[src/rtl/gshare_pht.sv]
// -----------------------------------------------------------------------------
// gshare_pht
//
// Pattern history table for a gshare branch predictor. The fetch PC is hashed
// with the global history to select a 2-bit saturating counter. The MSB of that
// counter is returned as a registered taken/not-taken prediction, together with
// the index that was used. Decode later returns that index with the resolved
// outcome so the same counter can be trained.
//
// Ports
//   clk           clock, all state updates on posedge
//   rst           asynchronous active-low reset
//   lookup_en     fetch presents a PC to predict
//   lookup_pc     fetch PC (bits [1:0] ignored)
//   ghr_in        current global history
//   stall         fetch stall, holds the prediction outputs
//   pred_valid    registered prediction is valid
//   pred_taken    predicted direction (counter MSB)
//   pred_index    table index used, carried down the pipe for training
//   update_en     decode resolves a conditional branch
//   update_index  index returned from pred_index of that branch
//   update_taken  resolved direction
// -----------------------------------------------------------------------------
module gshare_pht #(
   parameter int GHR_WIDTH  = 5,
   parameter int ADDR_WIDTH = 32
) (
   input  logic                  clk,
   input  logic                  rst,
   input  logic                  lookup_en,
   input  logic [ADDR_WIDTH-1:0] lookup_pc,
   input  logic [GHR_WIDTH-1:0]  ghr_in,
   input  logic                  stall,
   output logic                  pred_valid,
   output logic                  pred_taken,
   output logic [GHR_WIDTH-1:0]  pred_index,
   input  logic                  update_en,
   input  logic [GHR_WIDTH-1:0]  update_index,
   input  logic                  update_taken
);

   localparam int DEPTH = 2 ** GHR_WIDTH;

   // Counter encoding: 00 strong-NT, 01 weak-NT, 10 weak-T, 11 strong-T.
   localparam logic [1:0] CTR_STRONG_NT = 2'b00;
   localparam logic [1:0] CTR_WEAK_NT   = 2'b01;
   localparam logic [1:0] CTR_STRONG_T  = 2'b11;

   logic [1:0]           table_q [DEPTH];
   logic [GHR_WIDTH-1:0] lookup_index;
   logic [1:0]           update_next;
   logic [1:0]           lookup_next;

   // Only the word-aligned PC bits just above the byte offset feed the hash;
   // the rest are deliberately dropped.
   logic unused_pc_bits;
   assign unused_pc_bits = ^{lookup_pc[ADDR_WIDTH-1:GHR_WIDTH+2], lookup_pc[1:0]};

   // Saturating step: never wraps between 11 and 00.
   function automatic logic [1:0] sat_step(input logic [1:0] ctr, input logic taken);
      if (taken) begin
         return (ctr == CTR_STRONG_T) ? ctr : ctr + 2'd1;
      end
      return (ctr == CTR_STRONG_NT) ? ctr : ctr - 2'd1;
   endfunction

   assign lookup_index = lookup_pc[GHR_WIDTH+1:2] ^ ghr_in;
   assign update_next  = sat_step(table_q[update_index], update_taken);

   // Write-to-read bypass so a lookup of the counter being trained this cycle
   // sees the trained value.
   always_comb begin
      // NOTE: assign a default first so every path drives the output and no
      // latch is inferred.
      lookup_next = table_q[lookup_index];
      if (update_en && (update_index == lookup_index)) begin
         lookup_next = update_next;
      end
   end

   // Counter table. Training continues during stall.
   always_ff @(posedge clk or negedge rst) begin
      if (!rst) begin
         // NOTE: this table is built from flops, not a RAM macro, so every
         // entry can be forced to weak-NT by the asynchronous reset.
         for (int i = 0; i < DEPTH; i++) begin
            // NOTE: sequential state uses non-blocking assignments so all
            // flops update together at the edge.
            table_q[i] <= CTR_WEAK_NT;
         end
      end else if (update_en) begin
         table_q[update_index] <= update_next;
      end
   end

   // Prediction register: stall holds everything, otherwise a lookup loads a
   // fresh prediction and an idle cycle only drops valid.
   always_ff @(posedge clk or negedge rst) begin
      if (!rst) begin
         pred_valid <= 1'b0;
         pred_taken <= 1'b0;
         pred_index <= '0;
      end else if (!stall) begin
         if (lookup_en) begin
            pred_valid <= 1'b1;
            pred_index <= lookup_index;
            pred_taken <= lookup_next[1];
         end else begin
            pred_valid <= 1'b0;
         end
      end
   end

endmodule

[config.mk]
export PLATFORM = sky130hd
export DESIGN_NAME = gshare_pht
export DESIGN_NICKNAME = d
export VERILOG_FILES = /design/src/rtl/gshare_pht.sv
export SDC_FILE = /design/constraint.sdc
export NUM_CORES = 1
export LEC_CHECK = 0
export ABC_CLOCK_PERIOD_IN_PS = 6200
export BUFFER_PORTS_ARGS = -buffer_cell sky130_fd_sc_hd__buf_4
export CAP_MARGIN = 10
export CORE_MARGIN = 2
export CORE_UTILIZATION = 45
export CTS_BUF_LIST = sky130_fd_sc_hd__clkbuf_8
export DETAILED_ROUTE_END_ITERATION = 8
export PLACE_DENSITY = 0.65
export SLEW_MARGIN = 20
export SYNTH_ARGS = -nofsm -noshare
export SYNTH_HDL_FRONTEND = slang
export SYNTH_SLANG_ARGS = --single-unit
[constraint.sdc]
create_clock -name clk -period 6.2 [get_ports clk]
set_clock_uncertainty 0.1 [all_clocks]
set_input_delay 0.93 -clock clk [delete_from_list [all_inputs] [get_ports clk]]
set_output_delay 0.93 -clock clk [all_outputs]
set_load 0.05 [all_outputs]
Yosys cells after proc, flatten, opt, wreduce, memory -nomap -nowiden
Cells that the tools add are included.
{"block": "totals", "elab_cells": 66, "output_inout_bits": 7, "ff_bits": 71, "in_bits": 48}
{"block": "op_classes", "n_mux": 16, "bitwise": 4, "reduce_logical": 4, "magnitude_cmp": 3, "n_eq_ne": 2, "n_addsub": 2}
{"op": "bitwise mux 64 bit", "count": 1}
{"op": "binary-select mux 2 bit (select 5 bit)", "count": 2}
{"op": "2-to-1 mux 2 bit", "count": 10}
{"op": ">= comparator 6 bit, second input constant", "count": 2}
{"op": "inverter 5 -> 6 bit", "count": 2}
{"op": "demux 2 bit (select 5 bit)", "count": 1}
{"op": "less-than comparator 6 x 1 -> 1 bit, second input constant", "count": 1}
{"op": "== test 5 bit", "count": 1}
{"op": "bitwise XOR 5 bit", "count": 1}
{"op": "adder 2 x 1 -> 2 bit, second input constant", "count": 1}
{"op": "== test 2 bit, second input constant", "count": 1}
{"op": "logical AND 1 bit", "count": 2}
{"op": "logical NOT 2 bit", "count": 1}
{"op": "2-to-1 mux 1 bit", "count": 2}
{"op": "AND reduction 2 bit", "count": 1}
{"op": "subtractor 2 x 1 -> 2 bit, second input constant", "count": 1}
{"op": "inverter 1 bit", "count": 1}

Longest topological paths before layout
Gate-level depths: netlist of run 1.
{"block": "depth", "depth_word": 9, "depth_mapped": 10, "depth_no_buf": 6}

Worst setup path before layout of run 1
Ideal clock, no wire load.
{"block": "synth_timing", "kind": "input port to flip-flop", "startpoint": "input ghr_in[1]", "endpoint": "register pred_taken", "t_required_ps": 5977, "setup_ps": 123, "path_slack_ps": 3092, "n_path_buf": 0, "stages": 6, "arrival_ps": 2885, "path_cell_list": "xor2_1 mux4_2 mux2i_1 mux2i_1 a2111o_1 o221a_1"}
{"block": "synth_between", "elab_chain_len": 6, "word_cells_on_any_way": 8, "classes_between": "eq/ne: 1; mux: 4; bitwise: 2; reduce/logical: 1"}
{"item": "from (decl)", "line": "32", "source": "input logic [GHR_WIDTH-1:0] ghr_in,"}
{"item": "bitwise XOR 5 bit (*)", "line": "67", "source": "assign lookup_index = lookup_pc[GHR_WIDTH+1:2] ^ ghr_in;"}
{"item": "inverter 5 -> 6 bit (not written as such)", "line": "75", "source": "lookup_next = table_q[lookup_index];"}
{"item": "binary-select mux 2 bit (select 5 bit)", "line": "75"}
{"item": "2-to-1 mux 2 bit (not written as such) (2 in series)", "line": "75"}
{"item": "2-to-1 mux 2 bit (*)", "line": "76", "source": "if (update_en && (update_index == lookup_index)) begin"}
{"item": "to (signal assigned)", "line": "107", "source": "pred_taken <= lookup_next[1];"}
{"item": "to (decl)", "line": "35", "source": "output logic pred_taken,"}
Mark *: on every way between the ends. The rest lies on a longest branch, timed or not. The select of a mux whose other input is x is not followed.
A chain may end at the register's enable or synchronous reset.

Worst setup path in the final report of run 1
{"block": "layout_timing", "startpoint": "input update_index[0]", "endpoint": "register table_q[25] (netlist name)"}
{"block": "layout_between", "elab_chain_len": 9, "word_cells_on_any_way": 18, "classes_between": "add/sub: 2; order compare: 2; eq/ne: 1; mux: 10; bitwise: 1; reduce/logical: 2"}
{"item": "from (decl)", "line": "38", "source": "input logic [GHR_WIDTH-1:0] update_index,"}
{"item": "inverter 5 -> 6 bit (not written as such) (*)", "line": "68, 92"}
{"item": "binary-select mux 2 bit (select 5 bit)", "line": "68", "source": "assign update_next = sat_step(table_q[update_index], update_taken);"}
{"item": "2-to-1 mux 2 bit (not written as such) (2 in series)", "line": "68"}
{"item": "adder 2 x 1 -> 2 bit / == test 2 bit (equally long branches)", "line": "62", "source": "return (ctr == CTR_STRONG_T) ? ctr : ctr + 2'd1;"}
{"item": "2-to-1 mux 2 bit", "line": "62"}
{"item": "2-to-1 mux 2 bit", "line": "61", "source": "if (taken) begin"}
{"item": "2-to-1 mux 2 bit", "line": "64", "source": "return (ctr == CTR_STRONG_NT) ? ctr : ctr - 2'd1;"}
{"item": "bitwise mux 64 bit (*)", "line": "92", "source": "table_q[update_index] <= update_next;"}
{"item": "to (signal, indexed assignment)", "line": "92"}
{"item": "to (decl)", "line": "49", "source": "logic [1:0] table_q [DEPTH];"}
Marked as above.

==> results of run 1 <==
worst reg2reg max path: stages, from the launching register on:
cell and delay, ns:
dfrtp_1 0.41, mux4_2 0.47, nor4bb_1 0.15, a21oi_1 0.18
o2111ai_1 0.17, maj3_2 0.59, mux2_2 0.38
sequential cells by signal, summed over array words and instances (netlist names):
register	count
pred_valid	1
pred_taken	1
table_q	64
pred_index	5
layout by cell type (no fill, tap or decap), drive strengths merged, types with 2 or more instances in the layout:
master,synthesis,layout
mux2,65,65
buf,14,29
clkinv,0,2
nand2,28,28
maj3,2,2
nand3b,3,3
xnor2,6,6
xor2,5,5
o21ai,5,5
nor3b,3,3
nor2b,2,2
mux4,16,16
inv,0,3
dfstp,32,32
nor2,24,24
clkbuf,3,10
or3b,3,3
nand3,2,2
dfrtp,39,39
nand2b,4,4
nor3,7,7
mux2i,20,20
or2,2,2
o22ai,5,5
logic make-up (layout without fill, tap and decap cells):
logic type	Yosys count	count (layout)	share of synthesized area [%]
buffers and inverters	17	44	3.07
AOI/OAI and AO/OA	19	19	3.55
and+or+nand+nor	82	82	10.1
adders and majority gates	2	2	0.581
muxes	101	101	33.4
DFF	71	71	46.9
xor gates and xnor gates	11	11	2.49
worst max path at each step:
stage	startpoint	endpoint	slack (ns)	cells past startpoint
6_report	update_index[0]	table_q[25]$_DFFE_PN0P_	2.90	7
5_1_grt	update_index[0]	table_q[39]$_DFFE_PN0P_	2.75	7
4_1_cts	update_index[0]	table_q[25]$_DFFE_PN0P_	2.90	7
3_5_place_dp	update_index[0]	table_q[17]$_DFFE_PN0P_	2.54	7
3_3_place_gp	update_index[0]	table_q[11]$_DFFE_PN0P_	2.57	7
2_1_floorplan	ghr_in[1]	pred_taken$_DFFE_PN0P_	3.09	6
through the flow:
| stage | instances | hold WS, ns | power [mW] | area (sq um) |
|---|---|---|---|---|
| floorplan | 303 | 0.389 | 0.927 | 3870 |
| global placement | 420 | 0.365 | 1.01 | 4110 |
| detailed placement | 420 | 0.364 | 1.02 | 4110 |
| CTS | 435 | 0.384 | 1.33 | 4260 |
| global route | 435 | 0.418 | 1.40 | 4260 |
| finish | 435 | 0.381 | 1.32 | 4260 |
cells in the mapped netlist:
| cell type | count |
|---|---|
| a2111o_1 | 1 |
| a21oi_1 | 1 |
| a22oi_2 | 1 |
| a31oi_1 | 1 |
| and3_1 | 1 |
| buf_2 | 8 |
| buf_6 | 6 |
| clkbuf_1 | 3 |
| dfrtp_1 | 39 |
| dfstp_2 | 32 |
| maj3_2 | 2 |
| mux2_1 | 1 |
| mux2_2 | 64 |
| mux2i_1 | 20 |
| mux4_2 | 16 |
| nand2_1 | 28 |
| nand2b_1 | 4 |
| nand3_1 | 2 |
| nand3b_1 | 3 |
| nand4_1 | 1 |
| nor2_1 | 24 |
| nor2b_1 | 2 |
| nor3_1 | 7 |
| nor3b_1 | 3 |
| nor4bb_1 | 1 |
| o2111ai_1 | 1 |
| o211a_1 | 1 |
| o211ai_1 | 1 |
| o21ai_0 | 4 |
| o21ai_1 | 1 |
| o221a_1 | 1 |
| o22ai_1 | 5 |
| o2bb2ai_1 | 1 |
| or2_2 | 2 |
| or3_1 | 1 |
| or3b_1 | 1 |
| or3b_2 | 2 |
| xnor2_1 | 6 |
| xor2_1 | 5 |
power breakdown:
part	internal (mW)	switching (mW)	total, mW
sequential	0.608	0.0653	0.673
combinational	0.175	0.161	0.336
clock	0.148	0.162	0.310
layout make-up:
class | count | area (sq um) | area share (%)
tap | 105 | 131 | 3.08
sequential | 71 | 1820 | 42.6
clock buffer | 10 | 138 | 3.23
clock inverter | 5 | 21.3 | 0.499
multi-input combinational | 215 | 1940 | 45.5
timing repair buffer | 29 | 218 | 5.11
layer usage:
layer	vias up	routed length, microns	global-route usage (%)
met5	-	0	0
met4	0	210	7.80
met3	16	324	4.62
met2	62	3780	28.6
met1	1265	3930	26.8
li1	1147	-	-
==> reports/metrics.cfg, run 1 <==
[final_layout]
antenna_cells=0
drive_gt1_share_pct=48.5
final_core_util_pct=51.4
fillers=748
nets=374
area_growth_syn_to_layout_pct=10.0

[cts]
h-tree-depth=3
clk_latency_ns=0.35
clock-sinks=71
tritoncts=yes
ctsHoldBuffers=0
path_clk_slew_ns=0.07
post_cts_buffers=0
clock-root-buffer=clkbuf_8
cts_inserted_buffers=9
cts_resized=0
clockBufferDepth=2

[power_and_ir_drop]
p_per_area_mw_per_mm2=309
max-vdd-ir-drop_mv=0.102
p_leak_nw=1.80

[worst_hold_path]
min_to=pred_index[0]$_DFFE_PN0P_
worstHoldStart=pred_index[0]$_DFFE_PN0P_
hold_path.class=reg -> reg
hold_depth=2

[worst_setup_path]
regToRegSetupSlack_ns=3.64
cp_cell_sequence=buf_4 > mux4_2 > nor2b_1 > a31oi_1 > o211ai_1 > maj3_2 > mux2_2
cp-start-kind=input pin
path_max_fanout=33
cpMaxStageDelayCell=mux4_2
slowest_delay_ns=0.57
crit_required_ns=6.32
crit_type=in -> reg
path_buf_inv=1
critPathCaptureType=flip-flop
r2r_cells=6
cp.arrival_ns=3.42
critPathTopFamily=multiplexers
r2r_start=table_q[37]$_DFFE_PN0P_
crit-reg2reg-capture=table_q[25]$_DFFE_PN0P_

[logic_synthesis]
netlist_area_sq_mm=0.00387
synthTopCellsByArea=dfrtp_1 25%, dfstp_2 22%, mux2_2 19%
synth_nets=351
ys_ff_latch=71
yosysWarnings=0
synth_cell_types=39
synth_top_area_share_pct=25.2
synth.avg_cell_area_sq_um=12.8
synth_seq_area_share_pct=46.9
synth.largest_area_cell=dfrtp_1
synth_cells=303

[floorplanning]
start_util_pct=46.7
chipHeight_microns=96.8
core_sq_mm=0.00830
num_rows=33
die_area_sq_mm=0.00937
ios=55
die_width_microns=96.8

[detailed_routing]
drt-initial-drc-count=127
drt-wirelength-per-cell_microns=18.9
firstDrtPassIters=4
ant_nets=0
vias=2490
viasPerCell=5.72
drc_errors=0
wl_mm=8.24

[sta]
maxSlewHeadroom_pct=39.5
final-hold-violation-count=0
timing.fmax_ghz=0.303
finalSetupTns_ns=0
final.setup.worst_slack_ns=2.90
post-route-period-util_pct=53.1
setup_viol_count_final=0
tightest_slew_ns=0.907
slew_viol_final=0
grt_setup_unrepaired=false
layout_min_cycle_time_ns=3.30

[global_routing]
grt_max_degree=72
overflow=0
track_usage_pct=19.1
grt_pass1_vias=2682
antenna_found_initial=0
grt_pass1_wl_mm=14.1

[run]
max_cap_viol_count=0

[outcome]
status=finished clean

[placed_design]
hpwl_mm=5.63
gp_congestion=0.788
io_buffers=27
dp_slack_ns=2.54

(Power assumes the default switching activity.)
==> run 2: changes to the inputs <==
Settings changed: ABC_AREA from default to 1, ABC_CLOCK_PERIOD_IN_PS 6200 to 3200, PLACE_DENSITY 0.65 to default.
Clock period 6.2 ns to 3.2 ns, I/O delays scaled along.
==> run 2 against run 1 <==
Compared with the run above:
- worst hold slack got worse by 0.23 ns
- critical endpoint is now table_q[16]$_DFFE_PN1P_
- cell area increased by 8.8%
- synthesized area increased by 7.2%
- global-route usage increased by 5.5 points
- sequential share of layout area decreased by 3.4 points
==> reports/metrics.cfg, run 2 <==
[worst_setup_path]
path_buf_inv=4  ; was 1
r2r_cells=13  ; was 6
worstSetupEndpoint=table_q[16]$_DFFE_PN1P_  ; was table_q[25]$_DFFE_PN0P_
cp.depth=13  ; was 7
worstSetupStartpoint=update_index[0]  ; unchanged
crit_required_ns=3.35  ; was 6.32 ns
crit_top_cell=nand2_1
critPathCaptureType=flip-flop  ; unchanged
cp-start-kind=input pin  ; unchanged
regToRegSetupSlack_ns=1.12  ; was 3.64 ns
cp_cell_sequence=buf_4 > inv_1 > nor2_1 > nand2_1 > nand3_1 > nand2_1 > nand4_1 > nor2_1 > nand2_1 > nand2_2 > inv_2 > buf_4 > a21oi_1  ; was buf_4 > mux4_2 > nor2b_1 > a31oi_1 > o211ai_1 > maj3_2 > mux2_2
crit_type=in -> reg  ; unchanged
r2r_start=table_q[37]$_DFFE_PN0P_  ; unchanged
slowest_delay_ns=0.40  ; was 0.57 ns
crit-reg2reg-capture=table_q[16]$_DFFE_PN1P_  ; was table_q[25]$_DFFE_PN0P_
critPathTopFamily=simple AND/OR/NAND/NOR gates  ; was multiplexers
cp.arrival_ns=2.64  ; was 3.42 ns
cpMaxStageDelayCell=nor2_1  ; was mux4_2
path_max_fanout=18  ; was 33

[logic_synthesis]
synthTopCellsByArea=nand2_1 25%, dfrtp_1 23%, dfstp_2 20%  ; was dfrtp_1 25%, dfstp_2 22%, mux2_2 19%
synthSimpleGateAreaFrac_pct=37.2  ; was 10.1%
synth_xor_xnor_area_share_pct=0.843  ; was 2.49%
synth_seq_area_share_pct=43.7  ; was 46.9%
ys.flop_type=dfrtp_1  ; unchanged
synthAdderAreaFrac_pct=0  ; was 0.581%
synth_cell_types=27  ; was 39
synth_top_family_by_area=simple AND/OR/NAND/NOR gates  ; was multiplexers
netlist_area_sq_mm=0.00416  ; was 0.00387 sq mm
synth_cells=597  ; was 303
ys_ff_latch=71  ; unchanged
synth_most_common_cell=nand2_1  ; was mux2_2
synth-edff-count=0  ; unchanged
synth.top_cells.by_count=280 x nand2_1, 51 x inv_1, 42 x nand3_1, 39 x dfrtp_1, 38 x o21ai_1  ; was 64 x mux2_2, 39 x dfrtp_1, 32 x dfstp_2, 28 x nand2_1, 24 x nor2_1
synth.avg_cell_area_sq_um=6.96  ; was 12.8 sq um
yosysWarnings=0  ; unchanged
synth_top_area_share_pct=25.3  ; was 25.2%
synthMuxAreaShare_pct=0  ; was 33.4%
synth_compound_area_share_pct=10.1  ; was 3.55%
synth_async_sr_flop_share_pct=100  ; unchanged
synth.largest_area_cell=nand2_1  ; was dfrtp_1
synth_nets=645  ; was 351

[cts]
post_cts_buffers=0  ; unchanged
clockBufferDepth=2  ; unchanged
cts_resized=0  ; unchanged
tritoncts=yes  ; unchanged
clk_latency_ns=0.35  ; about the same
ctsHoldBuffers=0  ; unchanged
cts_inserted_buffers=9  ; unchanged
h-tree-depth=3  ; unchanged
path_clk_slew_ns=0.07  ; about the same
clock-root-buffer=clkbuf_8  ; unchanged
clock-sinks=71  ; unchanged

[floorplanning]
num_rows=35  ; was 33
die_area_sq_mm=0.0100  ; was 0.00937 sq mm
chipHeight_microns=100  ; was 96.8 microns
die_width_microns=100  ; was 96.8 microns
start_util_pct=45.6  ; was 46.7%
core_sq_mm=0.00911  ; was 0.00830 sq mm
ios=55  ; unchanged

[power_and_ir_drop]
p_leak_nw=2.26  ; was 1.80 nW
p_per_area_mw_per_mm2=559  ; was 309 mW/mm^2
max-vdd-ir-drop_mv=0.209  ; was 0.102 mV

[final_layout]
drive_gt1_share_pct=16.9  ; was 48.5%
layout_commonest_cell=nand2_1  ; was mux2_2
antenna_cells=0  ; unchanged
regMostFlops=table_q  ; unchanged
nets=670  ; was 374
reg.largest.list=table_q: 64 flops, pred_index: 5 flops  ; unchanged
area_growth_syn_to_layout_pct=11.6  ; was 10.0%
final_cell_mix=280 x nand2_1, 56 x inv_1, 42 x nand3_1, 39 x dfrtp_1, 38 x o21ai_1  ; was 64 x mux2_2, 39 x dfrtp_1, 32 x dfstp_2, 29 x buf_4, 28 x nand2_1
final_cells=738  ; was 435
largest_reg_flops=64  ; unchanged

[detailed_routing]
vias=3793  ; was 2490
firstDrtPassIters=5  ; was 4
drt-initial-drc-count=180  ; was 127
wl_mm=11.2  ; was 8.24 mm
ant_nets=0  ; unchanged
viasPerCell=5.14  ; was 5.72
drc_errors=0  ; unchanged
drt-wirelength-per-cell_microns=15.2  ; was 18.9 microns

[placed_design]
gp_congestion=0.910  ; was 0.788
io_buffers=27  ; unchanged
dp.cells=722  ; was 420
hpwl_mm=7.62  ; was 5.63 mm

[sta]
finalSetupTns_ns=0  ; unchanged
tightest_slew_ns=0.899  ; was 0.907 ns
maxSlewHeadroom_pct=40.1  ; was 39.5%
slew_viol_final=0  ; unchanged
grt_setup_unrepaired=false  ; unchanged
final-hold-violation-count=0  ; unchanged
timing.fmax_ghz=0.401
post-route-period-util_pct=77.9
setup_viol_count_final=0  ; unchanged
layout_min_cycle_time_ns=2.49

[global_routing]
antenna_found_initial=0  ; unchanged
grt_max_degree=72  ; unchanged
track_usage_pct=24.6  ; was 19.1%
grt_pass1_vias=3767  ; was 2682
grt_pass1_wl_mm=19.0  ; was 14.1 mm
overflow=0  ; unchanged

[worst_hold_path]
hold_path.class=in -> async  ; was reg -> reg

[run]
max_cap_viol_count=0  ; unchanged

[outcome]
status=finished clean  ; unchanged

==> run 2: cell types whose count changed after synthesis, sizes merged, moves of 5 or more <==
| cell | change |
|---|---|
| nand2 | +254 |
| mux2 | -65 |
| o21ai | +59 |
| inv | +56 |
| nand3 | +40 |
| mux2i | -20 |
| mux4 | -16 |
| a21oi | +11 |
| o22ai | -5 |
| xnor2 | -5 |
==> run 2: worst min-delay path by stage <==
| stage | cells past startpoint | slack, ns | to | startpoint |
|---|---|---|---|---|
| final | 1 | 0.15 | table_q[43]$_DFFE_PN0P_ | rst |
| after CTS | 1 | 0.20 | table_q[9]$_DFFE_PN0P_ | rst |
| after global placement | 2 | 0.36 | table_q[40]$_DFFE_PN1P_ | table_q[40]$_DFFE_PN1P_ |
| after floorplan | 0 | 0.08 | pred_index[0]$_DFFE_PN0P_ | rst |
| after global routing | 1 | 0.23 | table_q[43]$_DFFE_PN0P_ | rst |
| after detailed placement | 2 | 0.36 | table_q[28]$_DFFE_PN1P_ | table_q[28]$_DFFE_PN1P_ |
==> run 2: power by group <==
group          total, mW  internal, mW  switching [mW]
clock network      0.693         0.368           0.325
registers           1.23          1.13           0.102
logic              0.667         0.238           0.429
total               2.59          1.74           0.856
==> run 2: area by class of cell <==
class / instances / area, sq um
timing repair buffer: 35 / 288
tap: 111 / 139
multi-input combinational: 449 / 2000
fill: 955 / 4470
clock inverter: 6 / 48.8
sequential: 71 / 1820
clock buffer: 10 / 138
inverter: 56 / 210
==> run 2: stage by stage <==
stage | total power [mW] | util, % | instance area, sq um | hold slack (ns) | worst slack, ns
6_report | 2.59 | 50.9 | 4640 | 0.153 | 0.708
3_5_place_dp | 1.92 | 48.9 | 4450 | 0.363 | 0.406
3_3_place_gp | 1.90 | 48.9 | 4450 | 0.362 | 0.416
2_1_floorplan | 1.71 | - | 4160 | 0.0844 | 1.25
5_1_grt | 2.77 | 50.9 | 4640 | 0.231 | 0.502
4_1_cts | 2.61 | 50.9 | 4640 | 0.196 | 0.767
==> run 2: cells by family (layout without fill, tap and decap cells) <==
kind of cell	after synthesis	count (layout)
flip-flops	71	71
AO/OA/AOI/OAI	76	76
buffers and inverters	77	107
XOR/XNOR	4	4
AND/OR/NAND/NOR	369	369
==> run 2: layer usage <==
| layer | wire, microns | track usage (%) | share of wire, % | vias up |
|---|---|---|---|---|
| met2 | 5190 | 40.7 | 46 | 101 |
| met5 | 0 | 0 | 0 | - |
| li1 | - | - | - | 1927 |
| met3 | 522 | 4.53 | 4.7 | 19 |
| met4 | 174 | 6.43 | 1.6 | 0 |
| met1 | 5320 | 33.6 | 47 | 1746 |
==> run 3: changes to the inputs <==
Settings changed: ABC_CLOCK_PERIOD_IN_PS 3200 to 2300.
Clock period 3.2 ns to 2.3 ns, I/O delays scaled along.
==> run 3 against run 2 <==
Compared with the run above:
- count of clock-buffer cells in the layout decreased by 1
- via count increased by 4.4%
- combinational power increased by 53%
- total power increased by 57%
- global-route usage decreased by 0.16 points
- cell area increased by 7.9%
- final cell count increased by 4.2%
- non-clock buffer count increased by 31
- largest cell class unchanged
- highest routed layer unchanged
==> reports/metrics.cfg, run 3 (synthesis results as in run 2) <==
[sta]
setup_viol_count_final=0  ; unchanged
final.setup.worst_slack_ns=0.325  ; was 0.708 ns
grt_setup_unrepaired=false  ; unchanged
final-hold-violation-count=0  ; unchanged
slew_viol_final=0  ; unchanged
finalSetupTns_ns=0  ; unchanged
maxSlewHeadroom_pct=59.6  ; was 40.1%
tightest_slew_ns=0.606  ; was 0.899 ns
timing.fmax_ghz=0.506
layout_min_cycle_time_ns=1.97
post-route-period-util_pct=85.9

[cts]
clockBufferDepth=2  ; unchanged
clk_latency_ns=0.35  ; about the same
clock-sinks=71  ; unchanged
tritoncts=yes  ; unchanged
cts_resized=0  ; unchanged
cts_inserted_buffers=9  ; unchanged
ctsHoldBuffers=1  ; was 0
post_cts_buffers=0  ; unchanged
clock-root-buffer=clkbuf_8  ; unchanged
h-tree-depth=3  ; unchanged
path_clk_slew_ns=0.09  ; was 0.07 ns

[run]
max_cap_viol_count=0  ; unchanged

[detailed_routing]
wl_mm=11.6  ; was 11.2 mm
viasPerCell=5.15  ; was 5.14
firstDrtPassIters=5  ; unchanged
ant_nets=0  ; unchanged
drt-initial-drc-count=204  ; was 180
drc_errors=0  ; unchanged
vias=3959  ; was 3793
drt-wirelength-per-cell_microns=15.1  ; was 15.2 microns

[final_layout]
antenna_cells=0  ; unchanged
largest_reg_flops=64  ; unchanged
seq_area_sq_mm=0.00182  ; unchanged
area_growth_syn_to_layout_pct=20.5  ; was 11.6%
layout_commonest_cell=nand2_1  ; unchanged
reg.largest.list=table_q: 64 flops, pred_index: 5 flops  ; unchanged
drive_gt1_share_pct=21.4  ; was 16.9%
regMostFlops=table_q  ; unchanged
final_cell_mix=280 x nand2_1, 59 x buf_4, 51 x inv_1, 42 x nand3_1, 39 x dfrtp_1  ; was 280 x nand2_1, 56 x inv_1, 42 x nand3_1, 39 x dfrtp_1, 38 x o21ai_1
fillers=913  ; was 955
multi_input_area_sq_mm=0.00200  ; unchanged
nets=701  ; was 670

[worst_setup_path]
r2r_cells=14  ; was 13
cp.arrival_ns=2.10  ; was 2.64 ns
crit_top_cell=nand2_1  ; unchanged
cpMaxStageDelayCell=buf_4  ; was nor2_1
cp-start-kind=input pin  ; unchanged
path_max_fanout=18  ; unchanged
crit_type=in -> reg  ; unchanged
slowest_delay_ns=0.23  ; was 0.40 ns
crit_required_ns=2.42  ; was 3.35 ns
cp_cell_sequence=buf_4 > inv_1 > buf_12 > nand2_1 > nand2_1 > nand2_1 > nand2_1 > nand2_1 > nand2_1 > nor2_1 > nand2_1 > nand2_1 > nand2_1 > nand2_2 > buf_12 > a21oi_1  ; was buf_4 > inv_1 > nor2_1 > nand2_1 > nand3_1 > nand2_1 > nand4_1 > nor2_1 > nand2_1 > nand2_2 > inv_2 > buf_4 > a21oi_1
critPathCaptureType=flip-flop  ; unchanged

[placed_design]
hpwl_mm=8.32  ; was 7.62 mm
io_buffers=27  ; unchanged
gp_congestion=0.950  ; was 0.910
dp_slack_ns=-0.00615  ; was 0.406 ns

[floorplanning]
chipHeight_microns=100  ; unchanged
core_sq_mm=0.00911  ; unchanged
die_width_microns=100  ; unchanged
start_util_pct=45.6  ; unchanged
ios=55  ; unchanged
num_rows=35  ; unchanged
die_area_sq_mm=0.0100  ; unchanged

[global_routing]
grt_max_degree=47  ; was 72
track_usage_pct=24.5  ; was 24.6%
grt_pass1_vias=3641  ; was 3767
antenna_found_initial=0  ; unchanged
overflow=0  ; unchanged
grt_pass1_wl_mm=18.8  ; was 19.0 mm

[worst_hold_path]
hold_path.class=in -> reg  ; was in -> async
hold_depth=3

[power_and_ir_drop]
p_per_area_mw_per_mm2=813  ; was 559 mW/mm^2
p_leak_nw=2.45  ; was 2.26 nW
max-vdd-ir-drop_mv=0.462  ; was 0.209 mV

[outcome]
status=finished clean  ; unchanged

run 3: layer usage:
layer / global-route usage (%) / part of all wire, % / wire, microns
met5: 0 / 0 / 0
met2: 39.0 / 46 / 5310
met3: 4.39 / 7.7 / 899
met4: 7.90 / 1.9 / 222
met1: 34.0 / 45 / 5200
run 3: cell type report:
| type | count | share of cell area (%) |
|---|---|---|
| clock buffers | 9 | 2.47 |
| clock inverters | 7 | 2.90 |
| well taps | 111 | 2.77 |
| inverters | 56 | 4.20 |
| multi-input cells | 449 | 39.9 |
| repair buffers | 66 | 11.4 |
| flip-flops and latches | 71 | 36.3 |
run 3: worst paths after layout:
check / endpoint / slack, ns / start
max in group asynchronous: table_q[34]$_DFFE_PN1P_ / 1.01 / rst
max: table_q[3]$_DFFE_PN0P_ / 0.33 / update_index[0]
max reg2reg: table_q[24]$_DFFE_PN1P_ / 0.40 / table_q[6]$_DFFE_PN1P_
min reg2reg: table_q[52]$_DFFE_PN1P_ / 0.37 / table_q[52]$_DFFE_PN1P_
min in group asynchronous: pred_valid$_DFFE_PN0N_ / 0.45 / rst
min: pred_valid$_DFFE_PN0N_ / 0.09 / stall
run 3: stage by stage:
stage / instance area [sq um] / hold slack [ns] / total power, mW / utilization [%] / instances
after floorplan: 4160 / -0.0506 / 2.38 / - / 597
after global placement: 4730 / 0.288 / 2.73 / 51.9 / 752
after detailed placement: 4730 / 0.298 / 2.75 / 51.9 / 752
after CTS: 5010 / 0.0898 / 4.10 / 55.0 / 769
after global routing: 5010 / 0.0838 / 4.30 / 55.0 / 769
final: 5010 / 0.0947 / 4.07 / 55.0 / 769
run 3: critical path: cells and delay by family:
| family | cells | cell delay (ns) |
|---|---|---|
| and+or+nand+nor | 11 | 0.92 |
| buffers and inverters | 4 | 0.74 |
| AOI/OAI and AO/OA | 1 | 0.08 |
run 3: power breakdown:
group | switching [mW] | internal [mW]
clock | 0.505 | 0.834
sequential | 0.140 | 1.57
combinational | 0.622 | 0.396
total | 1.27 | 2.80
